===== src/rtl/timer_pkg.sv =====
// ============================================================================
// Module   : timer_pkg
// Brief    : Shared constants and FSM state type for the timer_counter block.
// Revision : 1.0 - initial release
// ============================================================================
`default_nettype none

package timer_pkg;

  // Word-register selectors, taken from Addr_In[3:2]
  localparam logic [1:0] c_reg_ctrl   = 2'd0;
  localparam logic [1:0] c_reg_preset = 2'd1;
  localparam logic [1:0] c_reg_count  = 2'd2;

  localparam int c_ctrl_en      = 0;
  localparam int c_ctrl_mode_lo = 1;
  localparam int c_ctrl_mode_hi = 2;
  localparam int c_ctrl_im      = 3;

  localparam logic [1:0] c_mode_oneshot = 2'b00;
  localparam logic [1:0] c_mode_reload  = 2'b01;

  typedef enum logic [1:0] {
    ST_IDLE = 2'd0,
    ST_LOAD = 2'd1,
    ST_CNT  = 2'd2,
    ST_INT  = 2'd3
  } timer_state_t;

endpackage

`default_nettype wire


===== src/rtl/timer_counter.sv =====
// ============================================================================
// Module   : timer_counter
// Brief    : Memory-mapped 32-bit down-counting timer with maskable IRQ.
//            Define TIMER_AUTORELOAD_EN to enable MODE 01 auto-reload.
// Revision : 1.0 - initial release
// ============================================================================
`default_nettype none

module timer_counter
  import timer_pkg::*;
(
  input  logic        clk,
  input  logic        reset,
  input  logic [3:0]  Addr_In,
  input  logic        WE,
  input  logic [31:0] Data_In,
  output logic [31:0] Data_Out,
  output logic        IRQ
);

  logic [3:0]   r_ctrl;
  logic [31:0]  r_preset;
  logic [31:0]  r_count;
  logic         r_irq_flag;
  timer_state_t r_state;

  logic [1:0]   w_reg_sel;
  logic         w_ctrl_wr;
  logic         w_preset_wr;
  logic         w_en;
  logic [1:0]   w_mode_eff;
  logic         w_addr_lo_unused;

  assign w_reg_sel        = Addr_In[3:2];
  assign w_addr_lo_unused = ^Addr_In[1:0];
  assign w_ctrl_wr        = WE && (w_reg_sel == c_reg_ctrl);
  assign w_preset_wr      = WE && (w_reg_sel == c_reg_preset);
  assign w_en             = r_ctrl[c_ctrl_en];

`ifdef TIMER_AUTORELOAD_EN
  assign w_mode_eff = (r_ctrl[c_ctrl_mode_hi:c_ctrl_mode_lo] == c_mode_reload)
                      ? c_mode_reload : c_mode_oneshot;
`else
  assign w_mode_eff = c_mode_oneshot;
`endif

  always_ff @(posedge clk) begin
    if (reset) begin
      r_ctrl     <= 4'd0;
      r_preset   <= 32'd0;
      r_count    <= 32'd0;
      r_irq_flag <= 1'b0;
      r_state    <= ST_IDLE;
    end else begin
      case (r_state)
        ST_IDLE: begin
          if (w_en) r_state <= ST_LOAD;
        end
        ST_LOAD: begin
          r_count <= r_preset;
          r_state <= ST_CNT;
        end
        ST_CNT: begin
          if (!w_en) begin
            r_state <= ST_IDLE;
          end else if (r_count > 32'd1) begin
            r_count <= r_count - 32'd1;
          end else begin
            r_count    <= 32'd0;
            r_irq_flag <= 1'b1;
            r_state    <= ST_INT;
          end
        end
        ST_INT: begin
          if (w_mode_eff == c_mode_reload) r_irq_flag <= 1'b0;
          else                             r_ctrl[c_ctrl_en] <= 1'b0;
          r_state <= ST_IDLE;
        end
        default: r_state <= ST_IDLE;
      endcase

      // Bus writes come last so a CTRL write overrides the FSM's EN clear
      if (w_ctrl_wr) begin
        r_ctrl     <= Data_In[3:0];
        r_irq_flag <= 1'b0;
      end
      if (w_preset_wr) r_preset <= Data_In;
    end
  end

  always_comb begin
    Data_Out = 32'd0;
    case (w_reg_sel)
      c_reg_ctrl:   Data_Out = {28'd0, r_ctrl};
      c_reg_preset: Data_Out = r_preset;
      c_reg_count:  Data_Out = r_count;
      default:      Data_Out = 32'd0;
    endcase
  end

  assign IRQ = r_ctrl[c_ctrl_im] & r_irq_flag;

endmodule

`default_nettype wire


===== config.mk =====
export PLATFORM = sky130hd
export DESIGN_NAME = timer_counter
export DESIGN_NICKNAME = d
export VERILOG_FILES = /design/src/rtl/timer_pkg.sv /design/src/rtl/timer_counter.sv
export SDC_FILE = /design/constraint.sdc
export NUM_CORES = 1
export LEC_CHECK = 0
export ABC_AREA = 1
export BUFFER_PORTS_ARGS = -buffer_cell sky130_fd_sc_hd__buf_2
export CAP_MARGIN = 40
export CELL_PAD_IN_SITES_DETAIL_PLACEMENT = 0
export CELL_PAD_IN_SITES_GLOBAL_PLACEMENT = 1
export CORE_ASPECT_RATIO = 1.25
export CORE_UTILIZATION = 43
export DETAILED_ROUTE_END_ITERATION = 10
export MAX_ROUTING_LAYER = met4
export PLACE_DENSITY_LB_ADDON = 0.2
export SLEW_MARGIN = 10
export SYNTH_ARGS = -nofsm -noshare
export SYNTH_HDL_FRONTEND = slang
export SYNTH_SLANG_ARGS = --single-unit

===== constraint.sdc =====
create_clock -name clk -period 4.35 [get_ports clk]
set_clock_uncertainty 0.1 [all_clocks]
set_input_delay 0.435 -clock clk [delete_from_list [all_inputs] [get_ports clk]]
set_output_delay 0.435 -clock clk [all_outputs]
set_load 0.02 [all_outputs]

=== Word-level counts from Yosys, hierarchy flattened ===
Cells that the tools add are included.

* Bits in registers: 71
* Input port bits: 39
* Word-level logic and storage cells: 38

* Add/subtract/negate cells: 1
* Order comparisons: 1
* Equality and inequality tests: 8
* Mux-type cells: 10
* Bitwise operators: 2
* Reductions and logical operators: 10

{| class="wikitable"
|+ Operator list
! operator !! count
|-
| one-hot mux 32 bit (3 select lines) || 1
|-
| two-way mux 32 bit || 2
|-
| one-hot mux 32 bit (2 select lines) || 1
|-
| > comparator 32 x 1 -> 1 bit (second input constant) || 1
|-
| subtractor 32 x 1 -> 32 bit (second input constant) || 1
|-
| one-hot mux 2 bit (4 select lines) || 1
|-
| == test 2 bit (second input constant) || 3
|-
| two-way mux 2 bit || 3
|-
| == test 2 x 1 -> 1 bit (second input constant) || 2
|-
| zero test 2 bit || 2
|-
| inequality test 2 bit (second input constant) || 2
|-
| AND reduction 2 bit || 2
|-
| nonzero test 2 bit || 2
|-
| inequality test 3 bit (second input constant) || 1
|-
| AND reduction 3 bit || 1
|-
| logical AND 1 bit || 2
|-
| two-way mux 1 bit || 2
|-
| OR reduction 2 bit || 1
|-
| AND 1 bit || 1
|-
| inverter 1 bit || 1
|}

=== Longest topological paths before layout ===
* Word-level depth: 4
* Gate-level depth with buffers: 11

=== Worst setup path before layout ===
No wires, ideal clock.

* Path type: input to output
* From: in Addr_In[2]
* To: out Data_Out[12]
* Data arrival time: 1,431 ps
* Data required time: 3,815 ps
* Slack: 2,384 ps
* Cell stages on the path: 5
* Buffers on the path: 1
* Path through: inv_1 > nor2_1 > inv_1 > clkbuf_1 > o21ai_0

* Cells in the longest elaborated chain, start to end: 2

{| class="wikitable"
|+ RTL lines
! item !! line !! RTL
|-
| start: declaration || timer_counter.sv:14 || <nowiki>input logic [3:0] Addr_In,</nowiki>
|-
| == test 2 bit (tied with other cells) || timer_counter.sv:93 || <nowiki>case (w_reg_sel)</nowiki>
|-
| one-hot mux 32 bit (3 select lines) * || timer_counter.sv:93 ||
|-
| end: declaration || timer_counter.sv:17 || <nowiki>output logic [31:0] Data_Out,</nowiki>
|}

Mark *: on every way between the ends. The rest lies on a longest branch, timed or not.

=== Worst setup path after layout ===
* From: in Addr_In[3]
* To: out Data_Out[3]

The elaborated chain is that of the path after synthesis.

==> flow_summary_export.csv <==
group,metric,value,unit
status,status,"finished, final reports clean",
worst_setup_path,reg2reg_slack,2.22,ns
yosys,synth_area,0.00424,mm2
cts,clk_pin_slew_worst_paths,0.05,ns
routing,via_per_inst,5.20,
worst_setup_path,cp_cell_sequence,"buf_2 > nor2_1 > inv_1 > buf_8 > o221ai_1 > buf_2",
cts,cts_num_sinks,71,
timing,slew_viol_final,0,
floorplanning,io_pins,72,
cts,hold_buffers,0,
worst_setup_path,max_stage_delay,0.36,ns
timing,rsz0062_at_grt,"false",
floorplanning,initial_core_util,0.441,
placement,gp_congestion,0.808,
floorplanning,fp-row-count,40,
timing,timing.final.ws_setup,1.98,ns
worst_setup_path,cp_data_arrival_time,1.83,ns
yosys,yosysWarnings,0,
worst_setup_path,cpMostUsedCell,"buf_2",
worst_setup_path,criticalPathCategory,"primary input to output port",
power,max-vdd-ir-drop,0.000205,V
flow_run,drv_cap,0,
global_routing,first_global_vias,4042,
min_path,worstHoldPathType,"primary input to flip-flop",
placement,dpl.hpwl,7970,um
power,power_leakage,0.00208,uW
placement,port_buffers,69,
yosys,syn-mean-instance-area,6.99,um2
cts,post_cts_buffers,0,
yosys,ys_ff_latch,71,
global_routing,grt_start_max_net_pins,42,
timing,holdWs,0.255,ns
yosys,synth_nets,647,
power,power_density,336,mW/mm2
global_routing,grt_pass1_wl,19000,um
worst_setup_path,worst_setup_path_end_kind,"output port",
cts,cts_tree,"yes",
timing,post-route-min-period,2.37,ns
cts,cts_root_buf,"clkbuf_16",
routing,dr.first_iter.drc_count,117,
global_routing,overflow,0,
final_layout,diodes,0,
routing,num_vias,4105,
cts,clkLatencyLatePin,0.32,ns
placement,dp_slack,2.01,ns
worst_setup_path,path_max_fanout,18,
final_layout,stdcell_count,790,
yosys,yosysSeqAreaShare,0.335,
final_layout,layout_common_cells,"105 x o21ai_0, 82 x inv_1, 71 x dfxtp_1, 70 x nand2_1, 69 x buf_2",
timing,setup_viol,0,
timing,setup_tns,0,ns
worst_setup_path,cp_slowest_cell,"inv_1",
global_routing,antenna_found_initial,0,
floorplanning,coreArea,0.00961,mm2
cts,h-tree-depth,3,
timing,worstMarginPinSlew,0.675,ns
final_layout,final_common_cell,"o21ai_0",
timing,hold_viol_final,0,
routing,routedWlPerCell,14.0,um
final_layout,final_net_count,703,
timing,fmax,423,MHz
floorplanning,die_area,0.0103,mm2
placement,post-place-cells,777,
routing,first_pass_iters,4,
floorplanning,die_h,113,um
cts,clockBufferDepth,2,
final_layout,drive_gt1_frac,0.252,
timing,min_period_over_period,0.544,
routing,postRouteAntennaNets,0,
final_layout,area_growth,16.2,%
routing,finalWirelength,11000,um
routing,remaining_drc_errors,0,
final_layout,post-route-util,0.512,
cts,numCtsBuffers,9,
global_routing,grt_use_total,0.236,
yosys,synthDistinctLibCells,27,
worst_setup_path,startpoint_type,"primary input",
cts,ctsResizeCount,0,
worst_setup_path,crit_required,3.82,ns
timing,max-slew-margin-rel,0.550,
floorplanning,die_w,90.8,um
yosys,synthesis.instances,606,
## cell usage after synthesis
library cell / number / share of area
o21ai_0: 105 / 0.12
inv_1: 82 / 0.073
dfxtp_1: 71 / 0.34
nand2_1: 71 / 0.063
nor2_1: 60 / 0.053
a21oi_1: 36 / 0.043
a21oi_2: 30 / 0.062
clkbuf_1: 28 / 0.025
o22ai_1: 27 / 0.040
nand3_1: 19 / 0.022
nand2_2: 18 / 0.027
nand3_2: 15 / 0.035
xor2_1: 13 / 0.027
nor2_2: 6 / 0.0089
nor2_4: 6 / 0.016
o221ai_1: 3 / 0.0062
buf_12: 2 / 0.0094
ha_1: 2 / 0.0059
nand2_4: 2 / 0.0053
nor4_1: 2 / 0.0030
o21ai_1: 2 / 0.0024
and2_1: 1 / 0.0015
buf_8: 1 / 0.0035
nor2_8: 1 / 0.0047
nor3_1: 1 / 0.0012
o211ai_1: 1 / 0.0018
o21a_1: 1 / 0.0018
## metrics by stage
step	area, um2	total power (uW)
finish	4920	1660
floorplan	4240	944
global route	4920	1750
detailed placement	4670	1030
global placement	4610	1020
CTS	4920	1680
## metal layers
metal / part of all wire / global-route usage
met5: 0 / -
met2: 0.51 / 0.419
met3: 0.037 / 0.0470
met1: 0.44 / 0.273
met4: 0.010 / 0.0582
## area by class of cell
cell class,instances,area (um2)
Sequential cell,71,1420
Clock buffer,11,243
Fill cell,1045,4690
Clock inverter,2,10.0
Timing Repair Buffer,76,433
Tap cell,126,158
Multi-Input combinational cell,422,2350
Inverter,82,308
## critical path: cells and delay by family
family	cells	cell delay [ns]
and+or+nand+nor	1	0.29
AOI/OAI and AO/OA	1	0.16
buffers and inverters	4	0.95
## cells by family after synthesis
group | count (synthesis) | synth area share
compound gates | 205 | 0.280
xor+xnor | 13 | 0.0269
fa+ha+maj | 2 | 0.00590
simple gates | 202 | 0.241
buf+inv | 113 | 0.110
flops | 71 | 0.335
## report_power, final
group	switching (uW)	internal, uW
clock	250	389
sequential	17.9	676
combinational	215	108
## state kept, by name (all words and copies together), names as in the netlist
signal and flops:
r_count 32, r_preset 32, r_ctrl 4, r_state 2
r_irq_flag 1
## worst paths after layout
path / end / cells past startpoint / startpoint
max: Data_Out[3] / 6 / Addr_In[3]
min: r_preset[0] / 2 / reset
max reg2reg: r_count[4] / 9 / r_count[0]
min reg2reg: r_preset[5] / 2 / r_preset[5]
Power figures use the tool's default switching activity.
